### config.mk
export PLATFORM = sky130hd
export DESIGN_NAME = muldiv_sequencer
export DESIGN_NICKNAME = d
export VERILOG_FILES = /design/src/rtl/muldiv_sequencer_pkg.sv /design/src/rtl/muldiv_sequencer_datapath.sv /design/src/rtl/muldiv_sequencer.sv
export SDC_FILE = /design/constraint.sdc
export NUM_CORES = 1
export LEC_CHECK = 0
export BUFFER_PORTS_ARGS = -buffer_cell sky130_fd_sc_hd__buf_2
export CAP_MARGIN = 20
export CORE_ASPECT_RATIO = 1.2
export CORE_MARGIN = 4
export CORE_UTILIZATION = 55
export CTS_BUF_LIST = sky130_fd_sc_hd__clkbuf_4 sky130_fd_sc_hd__clkbuf_8
export DETAILED_ROUTE_END_ITERATION = 8
export PLACE_DENSITY = 0.76
export SLEW_MARGIN = 20
export SYNTH_ARGS = -nofsm -noshare
export SYNTH_HDL_FRONTEND = slang
export SYNTH_SLANG_ARGS = --single-unit
### constraint.sdc
create_clock -name clk -period 5.6 [get_ports clk]
set_input_delay 0.28 -clock clk [delete_from_list [all_inputs] [get_ports clk]]
set_output_delay 0.28 -clock clk [all_outputs]
set_load 0.01 [all_outputs]
### src/rtl/muldiv_sequencer_pkg.sv
// Shared encodings for the iterative RV32M multiply/divide unit.
package muldiv_sequencer_pkg;

    localparam logic [2:0] MULDIV_MUL    = 3'b000;
    localparam logic [2:0] MULDIV_MULH   = 3'b001;
    localparam logic [2:0] MULDIV_MULHSU = 3'b010;
    localparam logic [2:0] MULDIV_MULHU  = 3'b011;
    localparam logic [2:0] MULDIV_DIV    = 3'b100;
    localparam logic [2:0] MULDIV_DIVU   = 3'b101;
    localparam logic [2:0] MULDIV_REM    = 3'b110;
    localparam logic [2:0] MULDIV_REMU   = 3'b111;

    localparam logic [31:0] MD_DIV_ZERO_QUOT = 32'hFFFF_FFFF;
    localparam logic [31:0] MD_OVF_QUOT      = 32'h8000_0000;

    typedef enum logic [1:0] {
        MdStateIdle,
        MdStateBusy,
        MdStateDone
    } md_state_e;

    function automatic logic op_a_signed(input logic [2:0] f);
        return (f == MULDIV_MULH) || (f == MULDIV_MULHSU) || (f == MULDIV_DIV) ||
               (f == MULDIV_REM);
    endfunction

    function automatic logic op_b_signed(input logic [2:0] f);
        return (f == MULDIV_MULH) || (f == MULDIV_DIV) || (f == MULDIV_REM);
    endfunction

endpackage

### src/rtl/muldiv_sequencer_datapath.sv
// Operand/accumulator registers: shift-add multiply, restoring divide, sign fix-up.
module muldiv_datapath
    import muldiv_sequencer_pkg::*;
#(
    parameter int unsigned XLEN = 32
) (
    input  logic            clk,
    input  logic            reset_n,
    input  logic            load_i,
    input  logic            step_i,
    input  logic            finish_i,
    input  logic            fast_i,
    input  logic [2:0]      func_i,
    input  logic [XLEN-1:0] a_i,
    input  logic [XLEN-1:0] b_i,
    input  logic [XLEN-1:0] fast_result_i,
    output logic [XLEN-1:0] result_o
);

    logic [2:0]      func_q;
    logic            sign_q;
    logic [XLEN-1:0] opnd_q, hi_q, lo_q, result_q;

    logic            a_neg, b_neg, sign_ld;
    logic [XLEN-1:0] a_mag, b_mag;

    logic [XLEN:0]     mul_sum, div_shift, div_diff;
    logic [2*XLEN-1:0] prod_nxt, prod_fix;
    logic              div_ge;
    logic [XLEN-1:0]   rem_nxt, quo_nxt, rem_fix, quo_fix;
    logic [XLEN-1:0]   step_hi, step_lo, final_res;

    always_comb begin
        a_neg = op_a_signed(func_i) & a_i[XLEN-1];
        b_neg = op_b_signed(func_i) & b_i[XLEN-1];
        a_mag = a_neg ? -a_i : a_i;
        b_mag = b_neg ? -b_i : b_i;
        unique case (func_i)
            MULDIV_MULH, MULDIV_DIV:  sign_ld = a_neg ^ b_neg;
            MULDIV_MULHSU, MULDIV_REM: sign_ld = a_neg;
            default:                  sign_ld = 1'b0;
        endcase
    end

    // Multiply: hi:lo is the product register, lo initially holds the multiplier.
    // Divide: hi is the partial remainder, lo shifts dividend bits out and quotient bits in.
    always_comb begin
        mul_sum   = {1'b0, hi_q} + {1'b0, opnd_q};
        prod_nxt  = lo_q[0] ? {mul_sum, lo_q[XLEN-1:1]} : {1'b0, hi_q, lo_q[XLEN-1:1]};
        div_shift = {hi_q, lo_q[XLEN-1]};
        div_diff  = div_shift - {1'b0, opnd_q};
        div_ge    = !div_diff[XLEN];
        rem_nxt   = div_ge ? div_diff[XLEN-1:0] : div_shift[XLEN-1:0];
        quo_nxt   = {lo_q[XLEN-2:0], div_ge};
        step_hi   = func_q[2] ? rem_nxt : prod_nxt[2*XLEN-1:XLEN];
        step_lo   = func_q[2] ? quo_nxt : prod_nxt[XLEN-1:0];
        prod_fix  = sign_q ? -prod_nxt : prod_nxt;
        quo_fix   = sign_q ? -quo_nxt : quo_nxt;
        rem_fix   = sign_q ? -rem_nxt : rem_nxt;
        unique case (func_q)
            MULDIV_MUL:                              final_res = prod_fix[XLEN-1:0];
            MULDIV_MULH, MULDIV_MULHSU, MULDIV_MULHU: final_res = prod_fix[2*XLEN-1:XLEN];
            MULDIV_DIV, MULDIV_DIVU:                 final_res = quo_fix;
            default:                                 final_res = rem_fix;
        endcase
    end

    always_ff @(posedge clk or negedge reset_n) begin
        if (!reset_n) begin
            func_q   <= MULDIV_MUL;
            sign_q   <= 1'b0;
            opnd_q   <= '0;
            hi_q     <= '0;
            lo_q     <= '0;
            result_q <= '0;
        end else begin
            if (load_i) begin
                func_q <= func_i;
                sign_q <= sign_ld;
                opnd_q <= func_i[2] ? b_mag : a_mag;
                hi_q   <= '0;
                lo_q   <= func_i[2] ? a_mag : b_mag;
            end else if (step_i) begin
                hi_q <= step_hi;
                lo_q <= step_lo;
            end
            if (finish_i) begin
                result_q <= final_res;
            end else if (fast_i) begin
                result_q <= fast_result_i;
            end
        end
    end

    assign result_o = result_q;

endmodule

### src/rtl/muldiv_sequencer.sv
// RV32M multiply/divide sequencer: FSM, iteration counter, fast paths and stall handshake.
module muldiv_sequencer
    import muldiv_sequencer_pkg::*;
#(
    parameter int unsigned XLEN  = 32,
    parameter int unsigned CNT_W = 5
) (
    input  logic            clk,
    input  logic            reset_n,
    input  logic            start,
    input  logic [2:0]      function_in,
    input  logic [XLEN-1:0] rs1_data_in,
    input  logic [XLEN-1:0] rs2_data_in,
    input  logic            invalidate,
    output logic            busy,
    output logic            result_valid,
    output logic [XLEN-1:0] result
);

    md_state_e        state_q;
    logic [CNT_W-1:0] count_q;

    logic            accept, div_zero, div_ovf, fast_hit;
    logic            load, step, finish, fast;
    logic [XLEN-1:0] fast_result;

    always_comb begin
        div_zero = (rs2_data_in == '0);
        div_ovf  = ((function_in == MULDIV_DIV) || (function_in == MULDIV_REM)) &&
                   (rs1_data_in == MD_OVF_QUOT) && (rs2_data_in == MD_DIV_ZERO_QUOT);
        fast_hit = function_in[2] && (div_zero || div_ovf);
        // funct3[1] selects remainder among the divide ops.
        if (function_in[1]) begin
            fast_result = div_zero ? rs1_data_in : '0;
        end else begin
            fast_result = div_zero ? MD_DIV_ZERO_QUOT : MD_OVF_QUOT;
        end
        accept = (state_q == MdStateIdle) && start && !invalidate;
        load   = accept && !fast_hit;
        fast   = accept && fast_hit;
        step   = (state_q == MdStateBusy) && !invalidate;
        finish = step && (count_q == {CNT_W{1'b1}});
    end

    assign busy = !invalidate &&
                  (((state_q == MdStateIdle) && start) || (state_q == MdStateBusy));
    assign result_valid = !invalidate && (state_q == MdStateDone);

    always_ff @(posedge clk or negedge reset_n) begin
        if (!reset_n) begin
            state_q <= MdStateIdle;
            count_q <= '0;
        end else if (invalidate) begin
            state_q <= MdStateIdle;
            count_q <= '0;
        end else begin
            unique case (state_q)
                MdStateIdle: begin
                    count_q <= '0;
                    if (start) begin
                        state_q <= fast_hit ? MdStateDone : MdStateBusy;
                    end
                end
                MdStateBusy: begin
                    count_q <= count_q + 1'b1;
                    if (count_q == {CNT_W{1'b1}}) begin
                        state_q <= MdStateDone;
                    end
                end
                default: begin
                    state_q <= MdStateIdle;
                end
            endcase
        end
    end

    muldiv_datapath #(
        .XLEN(XLEN)
    ) u_datapath (
        .clk          (clk),
        .reset_n      (reset_n),
        .load_i       (load),
        .step_i       (step),
        .finish_i     (finish),
        .fast_i       (fast),
        .func_i       (function_in),
        .a_i          (rs1_data_in),
        .b_i          (rs2_data_in),
        .fast_result_i(fast_result),
        .result_o     (result)
    );

endmodule
==> qor.txt <==
fmax = 187 MHz
1st-pass router iterations = 6
Simple-Gate Fraction of Synth Area = 23.5%
drt drc = 0
CP Launch Point = u_datapath.lo_q[31]
Post-synth EDFFs = 0
Nets = 2602
crit-path max cell delay = 0.53 ns
GP Congestion = 0.962
I/O pin cnt = 105
vias = 19.8k
CP max FO = 5
vias in the first global route = 18.3k
outcome = complete, no violations
NetSw = 6.36 mW
sw frac = 57.9%
Rows = 71
cell area after synthesis = 17500 um2
GRT Util Overall = 39.7%
max-cap violations = 0
CTS tree = built
Synth Net Count = 2578
max_slew headroom = 28.1%
Die Wd = 171 um
Hold Fails Final Rpt = 0
Clock Sink Count = 139
Critical Path Start Type = flop
Iter 0 DRT Violations = 2518
Cells on Worst Hold Path = 3
worst hold path class = input port to flop
Power Density = 581 nW/um2
worst path required time = 5.97 ns
Clk pwr share = 7.7%
Die Y-Extent = 203 um
crit-path cells = inv_1, ha_1, inv_1, fa_1, a211oi_2, nand4bb_1, nand4_1, nand2_2, o21bai_1, nor2_4, mux2_2, inv_1, ha_1, buf_4, nand2_1, a21oi_1, nand4_1, nor3_1, a31oi_1, or4_1, o21ai_0, xnor2_1, o311a_1
cell mode on critical path = inv_1
Post-Synthesis Cells = 2433
ratio of cells with drive above 1 in the final layout = 11.7%
Final Total Pwr = 11.0 mW
fraction of registers with async set or reset after synthesis = 100%
XOR/XNOR share of the synthesized area = 9.56%
area share of fa/ha/maj cells after synthesis = 5.38%
overall routed net length = 70600 um
die area = 34700 um2
FF-to-FF path depth = 23
CP Class = flop to flop
GR Overflow Total = 0
Warnings, synthesis = 0
Leak = 7.77 nW
most frequent cells in the layout = nand2_1 (261), o21ai_0 (257), a21oi_1 (206), nor2_1 (203), dfrtp_1 (136)
clock root buffer = clkbuf_8
most frequently used flop master after synthesis = dfrtp_1
mux contribution to synthesized area = 4.63%
Seq cells post-synth = 139
leading cell type in the layout, fill and taps excluded = nand2_1
DRT antenna net count = 0
largest net degree at the start of global routing = 128
post-route clock period utilization = 95.5%
Avg Cell Area, Syn = 7.19 um2
max-slew violation count = 0
Final min period = 5.35 ns
DR WL/cell = 24.6 um
worst skew pair latency = 0.49 ns
final setup fails = 0
Arrival @ worst endpoint = 5.72 ns
core box area = 31400 um2
vias per cell = 6.91
HPWL after DPL = 55200 um
clock transition at the registers of the reported paths = 0.09 ns
sequential area share after synthesis = 19.9%
first-pass GRT wire length = 108000 um
htree depth = 4
worst slew pin tran = 1.07 ns
Critical Path Sink Type = flop
TritonCTS Buffers = 17
hold path start = function_in[0]
IO buf count = 104
Crit-path slowest cell = or4_1
r2r startpoint = u_datapath.lo_q[31]
CTS max path bufs = 2
Logic pwr share = 76.7%
largest family of logic cells by synthesized area = compound AO/OA/AOI/OAI gates
area grow syn2layout = 7.98%
initial antenna violation count = 6
Compound-Gate Fraction of Synth Area = 31.6%
Flop pwr share = 15.6%
Int Power = 4.62 mW
Initial Util = 55.8%
clock skew = 0.0162 ns
maximum vdd ir drop = 0.319 mV
hold_ws = 0.132 ns
Synth cell types = 94
## metal layers
layer	up-vias	global-route usage [%]	wire length, um
li1	9078	-	-
met1	9384	52.0	28200
met2	1144	63.7	31900
met3	231	6.24	6200
met4	6	19.8	4290
met5	-	0	39
## final cells by class
type | instances | area, um2
clock inverter | 14 | 121
timing repair buffer | 184 | 1140
fill | 2944 | 12500
multi-input combinational | 2042 | 13100
clock buffer | 18 | 248
sequential | 139 | 3480
inverter | 73 | 274
tap | 401 | 502
antenna | 2 | 5.00
## registers in the layout, summed over array words and instances, names as in the netlist
name,count
u_datapath.result_o,32
u_datapath.opnd_q,32
count_q,5
u_datapath.lo_q,32
u_datapath.func_q,3
u_datapath.sign_q,1
u_datapath.hi_q,32
state_q,2
## power by group through the flow
stage          clock (mW)  combinational (mW)  sequential (mW)
4_1_cts             0.844                8.11             1.69
3_3_place_gp            0                7.98             1.69
2_1_floorplan           0                5.74             1.45
3_5_place_dp            0                8.04             1.71
6_report            0.841                8.43             1.71
5_1_grt             0.887                9.05             1.75
## cell families (layout without fill, tap and decap cells)
| logic type | count (synthesis) | after routing |
|---|---|---|
| adders and majority gates | 74 | 74 |
| DFF | 139 | 139 |
| other | 0 | 2 |
| buffers and inverters | 252 | 289 |
| AOI/OAI and AO/OA | 862 | 862 |
| and+or+nand+nor | 837 | 837 |
| xor gates and xnor gates | 191 | 191 |
| muxes | 78 | 78 |
## cells in the mapped netlist (all sizes together), types with 7 or more instances
library cell,n,area share (%)
nor3,44,1.3
a221oi,11,0.59
nand2,264,5.7
nor2b,19,0.68
a311oi,8,0.44
o211ai,22,0.94
or4,24,1.0
a211oi,48,2.1
mux2,13,0.84
a21o,28,1.2
ha,72,5.1
o41ai,9,0.49
and2,22,0.79
and4,7,0.35
or2,12,0.43
and3,22,0.79
nor2,204,4.4
xnor2,96,4.8
o21a,23,0.99
inv,72,1.5
o31ai,34,1.5
a31oi,27,0.97
or3,34,1.2
nand3b,18,0.77
nand3,76,2.2
o22ai,10,0.36
xor2,95,4.8
dfrtp,139,20
nor4,25,1.1
nand2b,12,0.43
o221ai,46,2.3
a21oi,207,5.9
nand4,34,1.3
o211a,7,0.40
o21bai,8,0.34
o21ai,269,7.7
mux2i,64,3.7
clkbuf,155,3.3
o2111ai,11,0.55
o31a,9,0.45
a22oi,15,0.64
buf,24,0.58
a31o,16,0.80
## per-stage QoR
| stage | instances | setup slack, ns | TNS, ns | instance area [um2] | util, % |
|---|---|---|---|---|---|
| 3_3_place_gp | 2837 | 0.272 | 0 | 18500 | 58.9 |
| 4_1_cts | 2870 | 0.203 | 0 | 18900 | 60.1 |
| 5_1_grt | 2873 | -0.00456 | -0.00456 | 18900 | 60.3 |
| 3_5_place_dp | 2837 | 0.227 | 0 | 18500 | 58.9 |
| 2_1_floorplan | 2433 | 0.253 | 0 | 17500 | - |
| 6_report | 2873 | 0.253 | 0 | 18900 | 60.3 |
## worst max-delay path, delay by kind of cell, from the launching register on
kind	cells	cell delay (ns)
xor gates and xnor gates	1	0.09
adders and majority gates	3	0.77
muxes	1	0.36
buffers and inverters	4	0.29
AOI/OAI and AO/OA	6	1.50
DFF	1	0.39
and+or+nand+nor	8	1.82
## worst paths after layout
| check | end | slack [ns] |
|---|---|---|
| worst min register to register | u_datapath.result_o[2] | 0.48 |
| worst min-delay path | u_datapath.func_q[0] | 0.13 |
| worst max register to register | u_datapath.result_o[30] | 0.25 |
| max in group asynchronous | u_datapath.lo_q[0] | 4.05 |
| worst max-delay path | u_datapath.result_o[30] | 0.25 |
| min in group asynchronous | u_datapath.lo_q[28] | 0.25 |
## timing repair
action,in CTS,in global routing
gates resized for setup,0,6
buffers inserted,0,1
setup endpoints to repair,0,4
hold buffers,1,0
hold endpoints to repair,35,0
Power figures use the tool's default switching activity.
